===== src/rtl/lsu_mem_port_if.sv =====
// rtl/lsu_mem_port_if.sv - request/response and data-memory port bundle for lsu_mem_port
interface lsu_mem_port_if;
  logic        req_valid;
  logic        req_ready;
  logic        req_we;
  logic [1:0]  req_size;
  logic        req_unsigned;
  logic [31:0] req_addr;
  logic [31:0] req_wdata;
  logic        rsp_valid;
  logic        rsp_ready;
  logic [31:0] rsp_rdata;
  logic        rsp_err;
  logic [31:0] mem_addr;
  logic [3:0]  mem_wmask;
  logic [31:0] mem_wdata;
  logic        mem_cen;
  logic [31:0] mem_data;

  // Core pipeline and memory model side
  modport master (
    output req_valid, req_we, req_size, req_unsigned, req_addr, req_wdata, rsp_ready, mem_data,
    input  req_ready, rsp_valid, rsp_rdata, rsp_err, mem_addr, mem_wmask, mem_wdata, mem_cen
  );

  // Load/store unit side
  modport slave (
    input  req_valid, req_we, req_size, req_unsigned, req_addr, req_wdata, rsp_ready, mem_data,
    output req_ready, rsp_valid, rsp_rdata, rsp_err, mem_addr, mem_wmask, mem_wdata, mem_cen
  );
endinterface


===== src/rtl/lsu_mem_port.sv =====
// rtl/lsu_mem_port.sv - load/store initiator driving one synchronous data-memory port
module lsu_mem_port #(
  parameter int ADDR_BITS = 16
) (
  input  logic           i_clk,
  input  logic           i_rst_n,
  lsu_mem_port_if.slave  bus
);

  typedef enum logic [1:0] {S_IDLE, S_ISSUE, S_WAIT, S_RESP} state_t;

  state_t      r_state;
  logic        r_req_ready;
  logic        r_rsp_valid;
  logic        r_rsp_err;
  logic [31:0] r_rsp_rdata;
  logic [31:0] r_mem_addr;
  logic [3:0]  r_mem_wmask;
  logic [31:0] r_mem_wdata;
  logic        r_mem_cen;
  logic        r_we;
  logic [1:0]  r_size;
  logic        r_uns;
  logic [1:0]  r_off;

  logic        w_err;
  logic [3:0]  w_wmask;
  logic [31:0] w_wdata;
  logic [31:0] w_shift;
  logic [31:0] w_ld_data;

  // Classify the incoming request and build its lane mask and replicated data
  always_comb begin
    w_err = ((bus.req_addr >> ADDR_BITS) != 32'd0);
    w_wmask = 4'b1111;
    w_wdata = bus.req_wdata;
    case (bus.req_size)
      2'b00: begin
        w_wmask = 4'b0001 << bus.req_addr[1:0];
        w_wdata = {4{bus.req_wdata[7:0]}};
      end
      2'b01: begin
        w_err   = w_err | bus.req_addr[0];
        w_wmask = 4'b0011 << bus.req_addr[1:0];
        w_wdata = {2{bus.req_wdata[15:0]}};
      end
      2'b10: w_err = w_err | (bus.req_addr[1:0] != 2'b00);
      default: w_err = 1'b1;
    endcase
  end

  // Right-justify the returned word and extend it to 32 bits
  always_comb begin
    w_shift = bus.mem_data >> {r_off, 3'b000};
    case (r_size)
      2'b00:   w_ld_data = r_uns ? {24'd0, w_shift[7:0]} : {{24{w_shift[7]}}, w_shift[7:0]};
      2'b01:   w_ld_data = r_uns ? {16'd0, w_shift[15:0]} : {{16{w_shift[15]}}, w_shift[15:0]};
      default: w_ld_data = w_shift;
    endcase
  end

  // Request sequencer; every output is a register so reset drops the strobes at once
  always_ff @(posedge i_clk or negedge i_rst_n) begin
    if (!i_rst_n) begin
      r_state     <= S_IDLE;
      r_req_ready <= 1'b1;
      r_rsp_valid <= 1'b0;
      r_rsp_err   <= 1'b0;
      r_rsp_rdata <= 32'd0;
      r_mem_addr  <= 32'd0;
      r_mem_wmask <= 4'd0;
      r_mem_wdata <= 32'd0;
      r_mem_cen   <= 1'b0;
      r_we        <= 1'b0;
      r_size      <= 2'b00;
      r_uns       <= 1'b0;
      r_off       <= 2'b00;
    end else begin
      case (r_state)
        S_IDLE: begin
          if (bus.req_valid) begin
            r_we        <= bus.req_we;
            r_size      <= bus.req_size;
            r_uns       <= bus.req_unsigned;
            r_off       <= bus.req_addr[1:0];
            r_req_ready <= 1'b0;
            if (w_err) begin
              // Faulting requests skip the memory entirely
              r_state     <= S_RESP;
              r_rsp_valid <= 1'b1;
              r_rsp_err   <= 1'b1;
              r_rsp_rdata <= 32'd0;
            end else begin
              r_state    <= S_ISSUE;
              r_mem_cen  <= 1'b1;
              r_mem_addr <= {bus.req_addr[31:2], 2'b00};
              if (bus.req_we) begin
                r_mem_wmask <= w_wmask;
                r_mem_wdata <= w_wdata;
              end else begin
                r_mem_wmask <= 4'd0;
              end
            end
          end
        end
        S_ISSUE: begin
          r_mem_cen   <= 1'b0;
          r_mem_wmask <= 4'd0;
          if (r_we) begin
            r_state     <= S_RESP;
            r_rsp_valid <= 1'b1;
            r_rsp_err   <= 1'b0;
            r_rsp_rdata <= 32'd0;
          end else begin
            r_state <= S_WAIT;
          end
        end
        S_WAIT: begin
          // Memory data is valid in this cycle, one after the access strobe
          r_state     <= S_RESP;
          r_rsp_valid <= 1'b1;
          r_rsp_err   <= 1'b0;
          r_rsp_rdata <= w_ld_data;
        end
        S_RESP: begin
          if (bus.rsp_ready) begin
            r_state     <= S_IDLE;
            r_rsp_valid <= 1'b0;
            r_req_ready <= 1'b1;
          end
        end
        default: r_state <= S_IDLE;
      endcase
    end
  end

  assign bus.req_ready = r_req_ready;
  assign bus.rsp_valid = r_rsp_valid;
  assign bus.rsp_err   = r_rsp_err;
  assign bus.rsp_rdata = r_rsp_rdata;
  assign bus.mem_addr  = r_mem_addr;
  assign bus.mem_wmask = r_mem_wmask;
  assign bus.mem_wdata = r_mem_wdata;
  assign bus.mem_cen   = r_mem_cen;

endmodule


===== src/flat_wrapper.sv =====
// flat-port wrapper written by rule: the top's interface ports become plain ports
module lsu_mem_port_flat 
#(
  parameter int ADDR_BITS = 16
)
  (i_clk, i_rst_n, bus_req_valid, bus_req_we, bus_req_size, bus_req_unsigned, bus_req_addr, bus_req_wdata, bus_rsp_ready, bus_mem_data, bus_req_ready, bus_rsp_valid, bus_rsp_rdata, bus_rsp_err, bus_mem_addr, bus_mem_wmask, bus_mem_wdata, bus_mem_cen);
  lsu_mem_port_if bus_i ();
  input  logic i_clk;
  input  logic i_rst_n;
  input wire logic [$bits(bus_i.req_valid)-1:0] bus_req_valid;
  input wire logic [$bits(bus_i.req_we)-1:0] bus_req_we;
  input wire logic [$bits(bus_i.req_size)-1:0] bus_req_size;
  input wire logic [$bits(bus_i.req_unsigned)-1:0] bus_req_unsigned;
  input wire logic [$bits(bus_i.req_addr)-1:0] bus_req_addr;
  input wire logic [$bits(bus_i.req_wdata)-1:0] bus_req_wdata;
  input wire logic [$bits(bus_i.rsp_ready)-1:0] bus_rsp_ready;
  input wire logic [$bits(bus_i.mem_data)-1:0] bus_mem_data;
  output wire logic [$bits(bus_i.req_ready)-1:0] bus_req_ready;
  output wire logic [$bits(bus_i.rsp_valid)-1:0] bus_rsp_valid;
  output wire logic [$bits(bus_i.rsp_rdata)-1:0] bus_rsp_rdata;
  output wire logic [$bits(bus_i.rsp_err)-1:0] bus_rsp_err;
  output wire logic [$bits(bus_i.mem_addr)-1:0] bus_mem_addr;
  output wire logic [$bits(bus_i.mem_wmask)-1:0] bus_mem_wmask;
  output wire logic [$bits(bus_i.mem_wdata)-1:0] bus_mem_wdata;
  output wire logic [$bits(bus_i.mem_cen)-1:0] bus_mem_cen;
  assign bus_i.req_valid = bus_req_valid;
  assign bus_i.req_we = bus_req_we;
  assign bus_i.req_size = bus_req_size;
  assign bus_i.req_unsigned = bus_req_unsigned;
  assign bus_i.req_addr = bus_req_addr;
  assign bus_i.req_wdata = bus_req_wdata;
  assign bus_i.rsp_ready = bus_rsp_ready;
  assign bus_i.mem_data = bus_mem_data;
  assign bus_req_ready = bus_i.req_ready;
  assign bus_rsp_valid = bus_i.rsp_valid;
  assign bus_rsp_rdata = bus_i.rsp_rdata;
  assign bus_rsp_err = bus_i.rsp_err;
  assign bus_mem_addr = bus_i.mem_addr;
  assign bus_mem_wmask = bus_i.mem_wmask;
  assign bus_mem_wdata = bus_i.mem_wdata;
  assign bus_mem_cen = bus_i.mem_cen;
  lsu_mem_port #(.ADDR_BITS(ADDR_BITS)) u_core (.i_clk(i_clk), .i_rst_n(i_rst_n), .bus(bus_i));
endmodule

===== config.mk =====
export PLATFORM = sky130hd
export DESIGN_NAME = lsu_mem_port_flat
export DESIGN_NICKNAME = d
export VERILOG_FILES = /design/src/rtl/lsu_mem_port_if.sv /design/src/rtl/lsu_mem_port.sv /design/src/flat_wrapper.sv
export SDC_FILE = /design/constraint.sdc
export NUM_CORES = 1
export LEC_CHECK = 0
export ABC_CLOCK_PERIOD_IN_PS = 5390
export CORE_UTILIZATION = 49
export DETAILED_ROUTE_END_ITERATION = 16
export PLACE_DENSITY = 0.94
export SLEW_MARGIN = 0
export SYNTH_ARGS = -nofsm -noshare
export SYNTH_HDL_FRONTEND = slang
export SYNTH_SLANG_ARGS = --single-unit

===== constraint.sdc =====
create_clock -name i_clk -period 5.39 [get_ports i_clk]
set_input_delay 1.078 -clock i_clk [delete_from_list [all_inputs] [get_ports i_clk]]
set_output_delay 1.078 -clock i_clk [all_outputs]
set_load 0.005 [all_outputs]

==> metrics.txt <==
die height between 100 and 150 um; crit end category register; Rel. slew slack a little over a third; synth-to-layout area growth 40.09%; cell depth of the worst flop-to-flop path 7; CTS Buf Count 9; crit path launch type input pin; Pleak 0.003604 uW; Final nets between 800 and 900; Post-Route Skew between 9 and 10 ps; fmax about 260 MHz; Setup-failing EPs final 0; Clock Path Buffers 2; Clock transition at path regs about 70 ps; Starting Density approximately half; ratio of cells with drive above 1 in the final layout about an eighth; Hold Path Class reg -> reg; status complete, no violations; Worst Path Max Fanout 34; vias per inst approximately 6; setup repair bufs after CTS 0; worst path cell trace clkdlybuf4s50_1 -> inv_1 -> ha_1 -> nor2_1 -> nand4b_2 -> buf_4 -> and3_1 -> o21ai_0; Placeable Area about 11000 um2; Max VDD drop around 0.0003 V; largest cells by area after synthesis dfrtp_1 (47%), mux2_4 (7.8%), mux2i_1 (4.5%), o21ai_0 (4.3%), mux2_2 (3.7%); ant diodes 0; TritonCTS clock tree done; WL per Instance 19.61 um; vias in the first global route about 5100; router iterations before antenna repair 5; slowest stage cell on the critical path and3_1; # H-tree levels 3; Async SR Flop Fraction 100.0%; Ports 208; Chip Width 110.4 um; Final Critical Period approximately 3900 ps; Primary FF master, synth dfrtp_1; worst reg2reg endpoint u_core.bus.rsp_rdata[11]$_DFFE_PN0P_; synthesized area per cell approximately 11 um2; Worst EP required between 5000 and 6000 ps; CTS sink count 110; RSZ-0062 raised after global routing no; port buffer count 205; CTS resizes 0; initial antenna violation count 0; GRT Resource Usage Total 26.96%; R2R setup slack between 2000 and 3000 ps; Worst Setup Path Type in -> reg; Hold Path Origin u_core.bus.mem_wdata[28]$_DFFE_PN0P_; Max Cap Viol 0; Post-Syn Instances slightly above 500; largest net degree at the start of global routing 58; gpl congestion around 0.90; Syn Std Cell Area 5758 um2; Netlist cell types 53; Post-Route Utilization 70.64%; Final Power 3908 uW; Hold Path Depth 2; placed insts 826; routed via count 5054; critical path arrival approximately 4100 ps; Skew-Pair Late Insertion Delay around 350 ps; Final Hold Viols 0; Yosys reg bits 110; Finished Layout Cells approximately 840; final WL between 15000 and 20000 um; sequential area share after synthesis 47.83%; max-slew violations 0; first-pass GRT wire length between 20000 and 30000 um; worst r2r src u_core.r_state[1]$_DFFE_PN0P_; clock root cell clkbuf_16; row count 39; Syn. warnings 0; total gr overflow 0; cts hold-fix bufs 0; Final Cycle Share around 72%; EDFF count, synth 0; design area between 8000 and 9000 um2; Post-DP Area roughly 8000 um2; Yosys top cell by area dfrtp_1; Antenna Violating Nets Remaining 0; Worst Tran Pin Value between 900 and 1000 ps; CP max stage delay just over 800 ps; Post-route DRC 0; post-synth top area share a little under half; P per Cell Area between 400 and 500 nW/um2; Detail Placement HPWL roughly 12000 um; Starting DRT DRC Count between 300 and 400; DIE AREA approximately 12000 um2; sum of negative setup slack 0 ps; hold endpoint u_core.bus.mem_wdata[28]$_DFFE_PN0P_
## where the power goes
group          switching, uW  internal, uW
combinational            866          1020
clock                    313           343
sequential               233          1130
total                   1410          2500
## registers in the layout, indices dropped and copies added, names as in the netlist, 2 cells and up
| register | flops |
|---|---|
| u_core.bus.mem_addr | 30 |
| u_core.bus.mem_wdata | 32 |
| u_core.bus.mem_wmask | 4 |
| u_core.bus.rsp_rdata | 32 |
| u_core.r_off | 2 |
| u_core.r_size | 2 |
| u_core.r_state | 2 |
## metrics by stage
stage | hold slack, ps | worst slack, ps
final | 485.1 | 1517
after global routing | 505.7 | 1316
after CTS | 487.8 | 1543
after detailed placement | 471.7 | 1179
after global placement | 463.9 | 1322
after floorplan | 467.3 | 2806
## layout make-up
type	count	area, um2
multi-input cells	354	2720
clock inverters	5	40.04
flip-flops and latches	110	2754
fillers	800	3352
inverters	9	33.78
repair buffers	210	2087
clock buffers	11	252.7
well taps	143	178.9
## metal layers
| metal | part of all wire [%] | track usage (%) | up-vias |
|---|---|---|---|
| met4 | 3.2 | 12.36 | 0 |
| met1 | 39 | 33.94 | 2468 |
| met3 | 9.1 | 8.068 | 46 |
| li1 | - | - | 2266 |
| met5 | 0 | 0 | - |
| met2 | 49 | 42.73 | 274 |
## worst max path at each step
stage | startpoint | slack [ps] | to | cells past startpoint
2_1_floorplan | bus_req_size[0] | 2810 | u_core.bus.rsp_rdata[10]$_DFFE_PN0P_ | 9
3_3_place_gp | bus_req_size[0] | 1320 | u_core.bus.rsp_rdata[10]$_DFFE_PN0P_ | 8
3_5_place_dp | bus_req_size[0] | 1180 | u_core.bus.rsp_rdata[10]$_DFFE_PN0P_ | 8
4_1_cts | bus_req_size[0] | 1540 | u_core.bus.rsp_rdata[10]$_DFFE_PN0P_ | 8
5_1_grt | bus_req_size[0] | 1320 | u_core.bus.rsp_rdata[11]$_DFFE_PN0P_ | 8
6_report | bus_req_size[0] | 1520 | u_core.bus.rsp_rdata[11]$_DFFE_PN0P_ | 8
## critical path, delay by kind of cell
kind                       cells  cell delay (ps)
AOI/OAI and AO/OA              1              230
and+or+nand+nor                3             1340
buffers and inverters          3              950
adders and majority gates      1              450
## cell usage in the layout (no fill, tap or decap), drive strengths merged, types with 8 or more instances in the layout
cell type,n
a21oi,16
o21ai,51
dfrtp,109
clkdlybuf4s50,204
a22oi,17
mux2,49
clkbuf,11
o21a,9
inv,11
ha,9
nand2,54
mux2i,26
a21boi,9
nand4,27
o31ai,16
a41o,8
a22o,8
## logic make-up after synthesis
family	share of synthesized area [%]
xor gates and xnor gates	0.1521
and+or+nand+nor	11.15
other	0.06513
muxes	16.45
AOI/OAI and AO/OA	17.41
adders and majority gates	1.956
buffers and inverters	4.998
DFF	47.83
## Yosys cell counts, types with 3 or more instances
library cell	count
dfrtp_1	109
nand2_1	54
o21ai_0	50
mux2_4	30
mux2i_1	26
nand4_1	26
mux2_2	19
a22oi_1	17
clkbuf_1	15
a21oi_1	14
buf_2	14
o31ai_1	14
a21boi_0	9
ha_1	9
inv_1	9
o21a_1	9
a22o_1	8
a41o_1	7
and4_1	7
buf_6	6
nand3_1	6
nor2_1	6
buf_4	5
nor4_1	4
a21o_1	3
clkbuf_2	3
nand2b_1	3
o22ai_1	3
(Power assumes the default switching activity.)
